**config.mk**
```make
export PLATFORM = sky130hd
export DESIGN_NAME = p2m_lpm_indication
export DESIGN_NICKNAME = d
export VERILOG_FILES = /design/src/rtl/lpm_pipe_pkg.sv /design/src/rtl/p2m_beat_assembler.sv /design/src/rtl/p2m_lpm_indication.sv
export SDC_FILE = /design/constraint.sdc
export NUM_CORES = 1
export LEC_CHECK = 0
export CORE_UTILIZATION = 52
export CTS_CLUSTER_SIZE = 8
export DETAILED_ROUTE_END_ITERATION = 10
export PLACE_DENSITY = 0.92
export REMOVE_ABC_BUFFERS = 1
export SETUP_SLACK_MARGIN = 0.15
export SLEW_MARGIN = 20
export SYNTH_ARGS = -nofsm -noshare
export SYNTH_HDL_FRONTEND = slang
export SYNTH_SLANG_ARGS = --single-unit
```
**constraint.sdc**
```tcl
create_clock -name CLK -period 3.3 [get_ports CLK]
set_input_delay 0.99 -clock CLK [delete_from_list [all_inputs] [get_ports CLK]]
set_output_delay 0.99 -clock CLK [all_outputs]
set_load 0.05 [all_outputs]
```
**src/rtl/lpm_pipe_pkg.sv**
```systemverilog
// Shared definitions for the LPM indication pipe packer/unpacker pair.
package lpm_pipe_pkg;

    localparam int unsigned PIPE_WIDTH     = 32;
    localparam int unsigned LPM_IND_OUT_ID = 5;
    localparam int unsigned ID_LSB         = 16;
    localparam int unsigned ID_WIDTH       = 16;
    localparam int unsigned LEN_WIDTH      = 16;

    // Header beat layout: method id in the upper half, payload length in beats below.
    typedef struct packed {
        logic [ID_WIDTH-1:0]  id;
        logic [LEN_WIDTH-1:0] len;
    } pipe_hdr_t;

    typedef enum logic [1:0] {
        ST_HDR,
        ST_PAYLOAD,
        ST_DELIVER,
        ST_DRAIN
    } p2m_state_t;

endpackage

```
**src/rtl/p2m_beat_assembler.sv**
```systemverilog
// Collects 32-bit payload beats into a DATA_WIDTH register, first beat at the LSBs.
module p2m_beat_assembler
    import lpm_pipe_pkg::*;
#(
    parameter int unsigned DATA_WIDTH = 64
) (
    input  logic                  clk,
    input  logic                  rst_n,
    input  logic                  clear,
    input  logic                  load,
    input  logic [PIPE_WIDTH-1:0] din,
    output logic [DATA_WIDTH-1:0] data,
    output logic                  done
);

    localparam int unsigned NBEATS = DATA_WIDTH / PIPE_WIDTH;
    localparam int unsigned CNT_W  = (NBEATS > 1) ? $clog2(NBEATS) : 1;
    localparam logic [CNT_W-1:0] LAST_BEAT = CNT_W'(NBEATS - 1);

    logic [CNT_W-1:0]      cnt_q, cnt_d;
    logic [DATA_WIDTH-1:0] data_q, data_d;

    // Slot write for the current beat and beat counter advance; done flags the final beat.
    always_comb begin
        cnt_d  = cnt_q;
        data_d = data_q;
        done   = load && (cnt_q == LAST_BEAT);
        if (clear) begin
            cnt_d = '0;
        end else if (load) begin
            cnt_d = done ? '0 : cnt_q + 1'b1;
            for (int unsigned i = 0; i < NBEATS; i++) begin
                if (cnt_q == CNT_W'(i)) begin
                    data_d[i*PIPE_WIDTH +: PIPE_WIDTH] = din;
                end
            end
        end
    end

    // Counter and data register; data holds between messages so the output stays stable.
    always_ff @(posedge clk or negedge rst_n) begin
        if (!rst_n) begin
            cnt_q  <= '0;
            data_q <= '0;
        end else begin
            cnt_q  <= cnt_d;
            data_q <= data_d;
        end
    end

    assign data = data_q;

endmodule

```
**src/rtl/p2m_lpm_indication.sv**
```systemverilog
// Pipe-to-method receiver for LpmIndication: reassembles header+payload into one out() call,
// draining and counting messages with an unknown id or a wrong length.
module p2m_lpm_indication
    import lpm_pipe_pkg::*;
#(
    parameter int unsigned DATA_WIDTH = 64,
    parameter int unsigned METHOD_ID  = LPM_IND_OUT_ID,
    parameter int unsigned ERR_WIDTH  = 8
) (
    input  logic                  CLK,
    input  logic                  nRST,
    input  logic                  pipe_enq__ENA,
    input  logic [31:0]           pipe_enq_v,
    output logic                  pipe_enq__RDY,
    output logic                  out__ENA,
    output logic [DATA_WIDTH-1:0] out_data,
    input  logic                  out__RDY,
    output logic [ERR_WIDTH-1:0]  err_count
);

    localparam int unsigned NBEATS = DATA_WIDTH / PIPE_WIDTH;
    localparam logic [LEN_WIDTH-1:0] NBEATS_LEN = LEN_WIDTH'(NBEATS);
    localparam logic [ID_WIDTH-1:0]  OUT_ID     = ID_WIDTH'(METHOD_ID);

    p2m_state_t           state_q, state_d;
    logic [LEN_WIDTH-1:0] rem_q, rem_d;
    logic [ERR_WIDTH-1:0] err_q, err_d;
    pipe_hdr_t            hdr;
    logic                 beat;
    logic                 asm_load;
    logic                 asm_clear;
    logic                 asm_done;

    assign hdr.id  = pipe_enq_v[ID_LSB +: ID_WIDTH];
    assign hdr.len = pipe_enq_v[LEN_WIDTH-1:0];
    assign beat    = pipe_enq__ENA && pipe_enq__RDY;

    p2m_beat_assembler #(
        .DATA_WIDTH(DATA_WIDTH)
    ) u_asm (
        .clk  (CLK),
        .rst_n(nRST),
        .clear(asm_clear),
        .load (asm_load),
        .din  (pipe_enq_v),
        .data (out_data),
        .done (asm_done)
    );

    // State, drain count and saturating error counter registers.
    always_ff @(posedge CLK or negedge nRST) begin
        if (!nRST) begin
            state_q <= ST_HDR;
            rem_q   <= '0;
            err_q   <= '0;
        end else begin
            state_q <= state_d;
            rem_q   <= rem_d;
            err_q   <= err_d;
        end
    end

    // Next-state: header decode, payload collection, delivery handshake and drain.
    always_comb begin
        state_d   = state_q;
        rem_d     = rem_q;
        err_d     = err_q;
        asm_load  = 1'b0;
        asm_clear = 1'b0;
        unique case (state_q)
            ST_HDR: begin
                if (beat) begin
                    if (hdr.id == OUT_ID && hdr.len == NBEATS_LEN) begin
                        state_d   = ST_PAYLOAD;
                        asm_clear = 1'b1;
                    end else begin
                        err_d = (err_q == '1) ? err_q : err_q + 1'b1;
                        if (hdr.len != '0) begin
                            state_d = ST_DRAIN;
                            rem_d   = hdr.len;
                        end
                    end
                end
            end
            ST_PAYLOAD: begin
                asm_load = beat;
                if (asm_done) begin
                    state_d = ST_DELIVER;
                end
            end
            ST_DELIVER: begin
                if (out__RDY) begin
                    state_d = ST_HDR;
                end
            end
            ST_DRAIN: begin
                if (beat) begin
                    rem_d = rem_q - 1'b1;
                    if (rem_q == LEN_WIDTH'(1)) begin
                        state_d = ST_HDR;
                    end
                end
            end
            default: state_d = ST_HDR;
        endcase
    end

    // Handshake outputs decoded from registered state only.
    always_comb begin
        pipe_enq__RDY = (state_q != ST_DELIVER);
        out__ENA      = (state_q == ST_DELIVER);
    end

    assign err_count = err_q;

endmodule

```
After elaboration in Yosys (flattened, before gate mapping)
Cells that the tools add are included.
{"block": "classes", "n_addsub": 3, "eq_ne": 16, "n_mux": 20, "bitwise_logic": 4, "reduce_logical": 12}
{"op": "two-way mux 16 bit", "n": 4}
{"op": "one-hot mux 16 bit (2 select lines)", "n": 1}
{"op": "== test 16 x 1 -> 1 bit (second input constant)", "n": 1}
{"op": "== test 16 x 2 -> 1 bit (second input constant)", "n": 1}
{"op": "== test 16 x 3 -> 1 bit (second input constant)", "n": 1}
{"op": "nonzero test 16 bit", "n": 1}
{"op": "subtractor 16 x 1 -> 16 bit (second input constant)", "n": 1}
{"op": "two-way mux 2 bit", "n": 7}
{"op": "inequality test 2 bit (second input constant)", "n": 7}
{"op": "adder 8 x 1 -> 8 bit (second input constant)", "n": 1}
{"op": "== test 8 bit (second input constant)", "n": 1}
{"op": "one-hot mux 2 bit (4 select lines)", "n": 1}
{"op": "two-way mux 1 bit", "n": 7}
{"op": "AND reduction 3 bit", "n": 2}
{"op": "AND reduction 6 bit", "n": 1}
{"op": "AND reduction 5 bit", "n": 1}
{"op": "== test 2 bit (second input constant)", "n": 2}
{"op": "NOT 1 bit", "n": 4}
{"op": "AND reduction 4 bit", "n": 1}
{"op": "nonzero test 2 bit", "n": 2}
{"op": "logical AND 1 bit", "n": 3}
{"op": "inequality test 3 bit (second input constant)", "n": 1}
{"op": "== test 2 x 1 -> 1 bit (second input constant)", "n": 1}
{"op": "zero test 2 bit", "n": 1}
{"op": "other kinds (2)", "n": 2}
{"block": "word_totals", "register_bits": 91, "input_bits": 36, "out_inout_bits": 74}

Depth between registers and ports, before layout
Gate-level depths: netlist of run 1.
{"block": "depth", "ltp_word": 7, "depth_mapped": 8}

By module
From an unflattened synthesis of run 1, not the netlist that was laid out.
{"block": "hier_totals", "hier_cells": 344, "area_unflattened_um2": 4255.3}
{"module": "p2m_beat_assembler", "n_inst": 1, "cells_per_inst": 140, "area_each_um2": 2463.6}
{"module": "p2m_lpm_indication", "n_inst": 1, "cells_per_inst": 204, "area_each_um2": 1791.7}

Worst setup path before layout of run 1
OpenSTA, ideal clock, no wires.
{"block": "synth_path", "path_type": "reg-to-output", "startpoint": "register state_q[1]", "endpoint": "output port out__ENA", "arrival_time_ps": 1388, "t_required_ps": 2310, "slack_ps": 922, "stages_incl_launch_ff": 4, "path_cell_list": "dfrtp_1 -> clkbuf_1 -> nand2b_1 -> inv_1"}
{"block": "synth_between", "elab_chain_len": 1}
{"item": "from (decl)", "line": "p2m_lpm_indication.sv:25", "text": "p2m_state_t state_q, state_d;"}
{"item": "from (signal assigned)", "line": "p2m_lpm_indication.sv:57", "text": "state_q <= state_d;"}
{"item": "== test 2 bit", "line": "p2m_lpm_indication.sv:111", "text": "out__ENA = (state_q == ST_DELIVER);"}
{"item": "to (decl)", "line": "p2m_lpm_indication.sv:15", "text": "output logic out__ENA,"}
Every way passes these cells.

Final worst setup path of run 1
{"block": "layout_path", "startpoint": "register state_q[0]", "endpoint": "output port out__ENA"}
The elaborated chain is that of the path after synthesis.

==> impl_results.md, run 1 <==
* Final wirelength at 10,300 um
* Leak at 0.00230 uW
* Row count at 32
* CP Capture Type: output port
* Initial antenna violation count at 0
* Commonest non-fill, non-tap cells in the layout: clkdlybuf4s50_1 (108), dfrtp_1 (91), mux2_2 (65)
* Routed Antenna Nets at 0
* Share of cells above drive strength 1 at 0.220
* Family with the most delay on the worst path: buffers and inverters
* Post-Syn Area at 0.00416 sq mm
* Die Y at about 90 um
* RSZ-0062 raised after global routing: false
* Final setup TNS at 0 ps
* Crit path max fanout at 10
* Global route overflow at 0
* Setup Viol. Count Final at 0
* Fin nets at 488
* Cells along the critical path: nand2b_1 -> inv_1 -> clkdlybuf4s50_1
* Most common cell after layout, fill and taps aside: clkdlybuf4s50_1
* Worst slew pin tran at 838 ps
* Worst endpoint required time at 2310 ps
* Avg Vias per Cell at 5.87
* Worst vdd rail ir drop at 0.000721 V
* Slew Viols, Final at 0
* DIE WIDTH at 91.4 um
* Global Route Usage Sum at 0.258
* Final period util at 0.904
* Critical Path AT at 1990 ps
* WP buf/inv at 2
* Clock skew at 10.9 ps
* IO buf count at between 100 and 150
* Placer congestion estimate at ~0.85
* Remaining DRCs at 0
* Routed len/inst at between 15 and 20 um
* Fill cells at 518
* Detailed Place HPWL at approximately 7000 um
* Number of global-route vias before repair at roughly 3,300
* Largest net degree at the start of global routing at 54
* Post-CTS setup buffer count at 0
* Startpoint types: flip-flop
* Maximum clock frequency at 335 MHz
* Crit path time final at 2980 ps
* Fin util at 0.721
* Max incr delay on CP at 800 ps
* Synthesis Warnings at 0
* CTS-repair resized insts at 0
* Antenna cells at 0
* Max clock buf depth at 2
* Layout Area Growth over Synthesis at 33.9%
* Sink Count at 91
* Initial DRC Count at 323
* IO Pins at 110
* Syn_area_per_cell at 12.3 sq um
* Layout Cells excl Fill at 556
* Status: complete, no violations
* #FFs+latches synth at 91
* Yosys cell types at 44
* Max Cap Viol at 0
* Placed cells at 540
* Vias at 3,265
* First-pass GRT wire length at between 15,000 and 20,000 um
* Htree depth at 3
* CTS Root Cell: clkbuf_8
* DRT Pass-1 Iters at 4
* Post-synthesis sequential area ratio at 0.548
* Core Area at 0.00773 sq mm
* Total CTS buffers at 9
* Post-Place Setup Slack at 136 ps
* Critical path type: reg -> out
* CTS tree: done
* CTS Hold Bufs at 0
* Synth Instances at between 300 and 400
* Final worst-path setup slack at 317 ps
* Worst hold path class: reg -> reg
* Initial Util at 0.538
* Clock-pin slew on the worst setup and hold paths at 90 ps
* Die Footprint at 0.00836 sq mm
* Slowest-stage cell, CP: clkdlybuf4s50_1
* Power Density at 1170 mW/mm^2
* Worst-Skew Late Latency at about 370 ps
* Rel. slew slack at 0.442
* Fin. Hold Viols at 0
## cell type report
type | instances | area [sq um] | share of cell area
Sequential cell | 91 | 2280 | 0.409
Multi-Input combinational cell | 222 | 1760 | 0.316
Timing Repair Buffer | 117 | 1170 | 0.211
Tap cell | 102 | 128 | 0.0229
Clock buffer | 9 | 124 | 0.0222
Clock inverter | 7 | 76.3 | 0.0137
Inverter | 8 | 30.0 | 0.00539
## worst paths after layout
kind / start / endpoint / slack, ps / cells past startpoint
max: state_q[0]$_DFFE_PN0P_ / out__ENA / 320 / 3
min: err_count[4]$_DFFE_PN0P_ / err_count[4]$_DFFE_PN0P_ / 500 / 1
max reg2reg: state_q[0]$_DFFE_PN0P_ / rem_q[0]$_DFFE_PN0P_ / 1140 / 5
min reg2reg: err_count[4]$_DFFE_PN0P_ / err_count[4]$_DFFE_PN0P_ / 500 / 1
max in group asynchronous: nRST / rem_q[11]$_DFFE_PN0P_ / 2060 / 2
min in group asynchronous: nRST / u_asm.data[46]$_DFFE_PN0P_ / 590 / 1
## sequential cells by signal, summed over array words and instances, names as in the netlist
signal and cells:
err_count 8, rem_q 16, state_q 2, u_asm.cnt_q 1, u_asm.data 64
## kinds of logic (layout without fill, tap and decap cells)
logic type	Yosys count	in the layout	share of synthesized area
flops	91	91	0.548
fa+ha+maj	3	3	0.00903
compound gates	65	65	0.109
buf+inv	26	141	0.0313
simple gates	82	82	0.112
mux	65	65	0.176
xor+xnor	7	7	0.0147
## routing by layer
layer | track usage | up-vias | part of all wire | routed length, um
met3 | 0.0578 | 25 | 0.074 | 763
met4 | 0.122 | 0 | 0.025 | 260
met2 | 0.422 | 128 | 0.49 | 5100
li1 | - | 1464 | - | -
met5 | 0 | - | 0 | 0
met1 | 0.326 | 1648 | 0.41 | 4200
## worst reg2reg max path, stage by stage, from the launching register on
cell	delay [ps]
dfrtp_1	550
and2_1	740
a2bb2oi_4	90
and2_1	180
buf_4	190
o311a_1	300
## synth_stat cells (all sizes together)
cell	instances	area share
nor2	26	0.023
o21ai	4	0.0048
a211oi	1	0.0018
nor3	7	0.0084
or3	3	0.0057
nand3	8	0.0096
a31oi	7	0.012
ha	3	0.0090
a21oi	25	0.030
buf	13	0.020
or4	1	0.0018
clkbuf	5	0.0045
a21o	1	0.0021
nor4bb	1	0.0024
a41oi	3	0.0063
nor4	7	0.014
a21boi	1	0.0018
o22ai	4	0.0060
o22a	10	0.021
dfrtp	91	0.55
o2bb2ai	4	0.0084
a2bb2oi	1	0.0063
nor4b	3	0.0099
inv	8	0.0072
a22oi	1	0.0018
nand4b	1	0.0021
and3	4	0.0060
mux2	65	0.18
and2	3	0.0051
nand2b	4	0.0060
nand2	9	0.0081
and4	3	0.0069
a32oi	2	0.0042
o311a	1	0.0024
nand4	2	0.0030
xnor2	7	0.015
## power breakdown
| part | internal [uW] | total, uW | switching (uW) |
|---|---|---|---|
| Combinational | 1370 | 3720 | 2340 |
| Sequential | 1640 | 2020 | 384 |
| Clock | 354 | 769 | 416 |
## through the flow
stage	hold WS (ps)	instance area (sq um)	total power (uW)
floorplan	482	4060	4450
finish	498	5570	6510
global route	521	5570	6800
global placement	483	5370	5620
CTS	502	5570	6520
detailed placement	489	5370	5730
Note: power is estimated with default switching activity, not from simulation.
==> inputs of run 2 (changes only) <==
--- a/config.mk
+++ b/config.mk
@@ -5,6 +5,7 @@
 export SDC_FILE = /design/constraint.sdc
 export NUM_CORES = 1
 export LEC_CHECK = 0
+export ABC_CLOCK_PERIOD_IN_PS = 3300
 export CORE_UTILIZATION = 52
 export CTS_CLUSTER_SIZE = 8
 export DETAILED_ROUTE_END_ITERATION = 10
==> results of run 2 <==
No change in the layout: final DEF, timing and power equal those of run 1.
==> inputs of run 3 (changes only) <==
--- a/config.mk
+++ b/config.mk
@@ -6,13 +6,16 @@
 export NUM_CORES = 1
 export LEC_CHECK = 0
 export ABC_CLOCK_PERIOD_IN_PS = 3300
-export CORE_UTILIZATION = 52
+export CORE_MARGIN = 3
+export CORE_UTILIZATION = 54
+export CTS_BUF_LIST = sky130_fd_sc_hd__clkbuf_4 sky130_fd_sc_hd__clkbuf_8
 export CTS_CLUSTER_SIZE = 8
 export DETAILED_ROUTE_END_ITERATION = 10
-export PLACE_DENSITY = 0.92
+export PLACE_DENSITY = 0.94
 export REMOVE_ABC_BUFFERS = 1
 export SETUP_SLACK_MARGIN = 0.15
 export SLEW_MARGIN = 20
 export SYNTH_ARGS = -nofsm -noshare
 export SYNTH_HDL_FRONTEND = slang
+export SYNTH_HIERARCHICAL = 1
 export SYNTH_SLANG_ARGS = --single-unit
==> impl_results.md, run 3 <==
* Core Area at 0.00745 sq mm (-3.6%)
* Power Density at 1160 mW/mm^2 (-0.63%)
* Initial DRC Count at 258 (-20%)
* Synth Instances at 344 (+1.5%)
* Cell taking the most area after synthesis: dfrtp_1
* Comb power frac at 0.580 (+0.009)
* Avg Vias per Cell at 5.87 (about the same)
* Die Footprint at 0.00898 sq mm (+7.4%)
* Fill cells at 458 (-12%)
* Clock skew at 9.24 ps (-1.71 ps)
* Critical Path AT at 3210 ps (+1220 ps)
* Leak at 0.00249 uW (+8.3%)
* Max clock buf depth at 2 (unchanged)
* Max Cap Viol at 0 (unchanged)
* Die Y at 94.8 um (+3.7%)
* Startpoint types: primary input
* Final worst-path setup slack at 334 ps (+16.2 ps)
* Top cells by area, synth: dfrtp_1 (54%), mux2_2 (17%), nor2_1 (2.2%)
* FFs w/ async S/R, synth at 1.00 (unchanged)
* Final wirelength at 11,000 um (+6.1%)
* Share of the synthesized area in the top cell type at 0.535 (-0.0124)
* CTS tree: done
* Syn_area_per_cell at 12.4 sq um (+0.83%)
* Status: complete, no violations
* Fin nets at 520 (+6.6%)
* Switching Fraction at 0.481 (-0.00119)
* Sequential power share at 0.310 (about the same)
* Share of cells above drive strength 1 at 0.272 (+0.0513)
* Final period util at 0.899 (-0.00490)
* Slowest-stage cell, CP: clkdlybuf4s50_1
* Post-synth EDFFs at 0 (unchanged)
* Antenna cells at 0 (unchanged)
* Sink Count at 91 (unchanged)
* DIE WIDTH at 94.8 um (+3.7%)
* Post-Syn Area at 0.00426 sq mm (+2.3%)
* Top FF cell, synth: dfrtp_1
* Most common cell after layout, fill and taps aside: clkdlybuf4s50_1
* CTS Root Cell: clkbuf_8
* Largest register FFs at 64 (unchanged)
* Global Route Usage Sum at 0.253 (-0.00518)
* Crit path time final at 2970 ps (-16.2 ps)
* Final setup TNS at 0 ps (unchanged)
* Slew Viols, Final at 0 (unchanged)
* Worst slew pin tran at 803 ps (-34.2 ps)
* Internal at 3510 uW (+4.3%)
* IO buf count at 109 (unchanged)
* Initial antenna violation count at 0 (unchanged)
* Global route overflow at 0 (unchanged)
* Critical path type: in -> reg
* Initial Util at 0.571 (+0.0332)
* Row count at 31 (-3.1%)
* Setup Viol. Count Final at 0 (unchanged)
* Worst vdd rail ir drop at 0.000725 V (+0.48%)
* Post-Place Setup Slack at -124 ps (-260 ps)
* IO Pins at 110 (unchanged)
* #FFs+latches synth at 91 (unchanged)
* First-pass GRT wire length at 17,600 um (+5.3%)
* Number of global-route vias before repair at 3,539 (+7.1%)
* Layout Area Growth over Synthesis at 37.1%
* Synthesis Warnings at 6 (+6)
* P_sw at 3260 uW (+3.9%)
* Cell with the most instances after synthesis: dfrtp_1
* WP buf/inv at 2 (unchanged)
* Placer congestion estimate at 0.820 (-3.5%)
* DRT Pass-1 Iters at 5 (+1)
* Cells along the critical path: clkdlybuf4s50_1 -> nor4b_2 -> nand4b_1 -> or2_2 -> nor3_1 -> nand3b_2 -> buf_4 -> mux2_2
* Post-synth top cells: dfrtp_1 (91), mux2_2 (64), nor2_1 (25)
* Post-synthesis sequential area ratio at 0.535 (-0.0124)
* Worst hold path class: reg -> reg
* Clock-pin slew on the worst setup and hold paths at 90 ps (about the same)
* Part of the power in the clock network at 0.110 (-0.008)
* Maximum clock frequency at 337 MHz (+0.54%)
* Worst endpoint required time at 3550 ps (+1240 ps)
* Max incr delay on CP at 450 ps (-350 ps)
* Final Power at 6780 uW (+4.1%)
* Crit path max fanout at 8 (-2)
* Total CTS buffers at 9 (unchanged)
* Remaining DRCs at 0 (unchanged)
* CP Capture Type: flip-flop
* RSZ-0062 raised after global routing: false
* Largest net degree at the start of global routing at 56 (+3.7%)
* Routed len/inst at 18.7 um (+0.82%)
* Commonest non-fill, non-tap cells in the layout: clkdlybuf4s50_1 (108), dfrtp_1 (91), mux2_2 (64)
* Rel. slew slack at 0.463 (+0.0215)
* Vias at 3,434 (+5.2%)
* Layout Cells excl Fill at 585 (+5.2%)
* Placed cells at 569 (+5.4%)
* Htree depth at 3 (unchanged)
* Fin. Hold Viols at 0 (unchanged)
* Detailed Place HPWL at 7990 um (+12%)
* Yosys cell types at 57 (+30%)
* Routed Antenna Nets at 0 (unchanged)
* Family with the most delay on the worst path: simple AND/OR/NAND/NOR gates
* Worst-Skew Late Latency at 360 ps (about the same)
[run 3: area by class of cell]
cell class / count / area, sq um / share of cell area
multi-input combinational: 224 / 1810 / 0.311
clock inverter: 7 / 68.8 / 0.0118
clock buffer: 9 / 124 / 0.0212
tap: 99 / 124 / 0.0212
sequential: 91 / 2280 / 0.390
timing repair buffer: 143 / 1380 / 0.237
inverter: 12 / 45.0 / 0.00772
[run 3: path summary, 6_finish.rpt]
path                                      startpoint                         end  slack, ps  cells past startpoint
min in group asynchronous                       nRST  u_asm/data[10]$_DFFE_PN0P_        670                      1
hold / removal             u_asm/data[5]$_DFFE_PN0P_   u_asm/data[5]$_DFFE_PN0P_        510                      1
setup reg to reg              state_q[0]$_DFFE_PN0P_   u_asm/data[7]$_DFFE_PN0P_        970                      5
hold reg to reg            u_asm/data[5]$_DFFE_PN0P_   u_asm/data[5]$_DFFE_PN0P_        510                      1
setup / recovery                      pipe_enq_v[19]  u_asm/data[61]$_DFFE_PN0P_        330                      8
max in group asynchronous                       nRST  u_asm/data[35]$_DFFE_PN0P_       1980                      2
[run 3: cell families (layout without fill, tap and decap cells)]
kind of cell               count (synthesis)  in the layout  share of synthesized area
xor gates and xnor gates                   8              8                     0.0165
and+or+nand+nor                           84             84                      0.115
DFF                                       91             91                      0.535
AOI/OAI and AO/OA                         63             63                      0.109
muxes                                     66             66                      0.175
buffers and inverters                     29            171                     0.0403
adders and majority gates                  3              3                    0.00882
[run 3: power by group through the flow]
stage	clock network (uW)	registers, uW	logic [uW]
global placement	0	2050	3810
detailed placement	0	2100	3920
global route	806	2160	4120
floorplan	0	3520	1070
finish	747	2100	3930
CTS	752	2100	3940
[run 3: what timing repair did]
| action | 4_1_cts | 5_1_grt |
|---|---|---|
| hold endpoints to repair | 0 | 0 |
| hold buffers | 0 | 0 |
| gates resized for setup | 0 | 1 |
| buffers inserted | 0 | 0 |
| endpoints found under the setup margin | 0 | 16 |
[run 3: layer usage]
layer | global-route usage | wire length [um] | up-vias
met5 | 0 | 0 | -
met3 | 0.0382 | 697 | 28
met1 | 0.315 | 4300 | 1685
met2 | 0.439 | 5700 | 180
met4 | 0.106 | 261 | 0
li1 | - | - | 1541
[run 3: through the flow]
step,cell area (sq um),hold slack [ps],utilization
4_1_cts,5830,510,0.782
2_1_floorplan,4130,482,-
5_1_grt,5830,525,0.783
3_3_place_gp,5630,476,0.757
6_report,5830,512,0.783
3_5_place_dp,5630,478,0.757
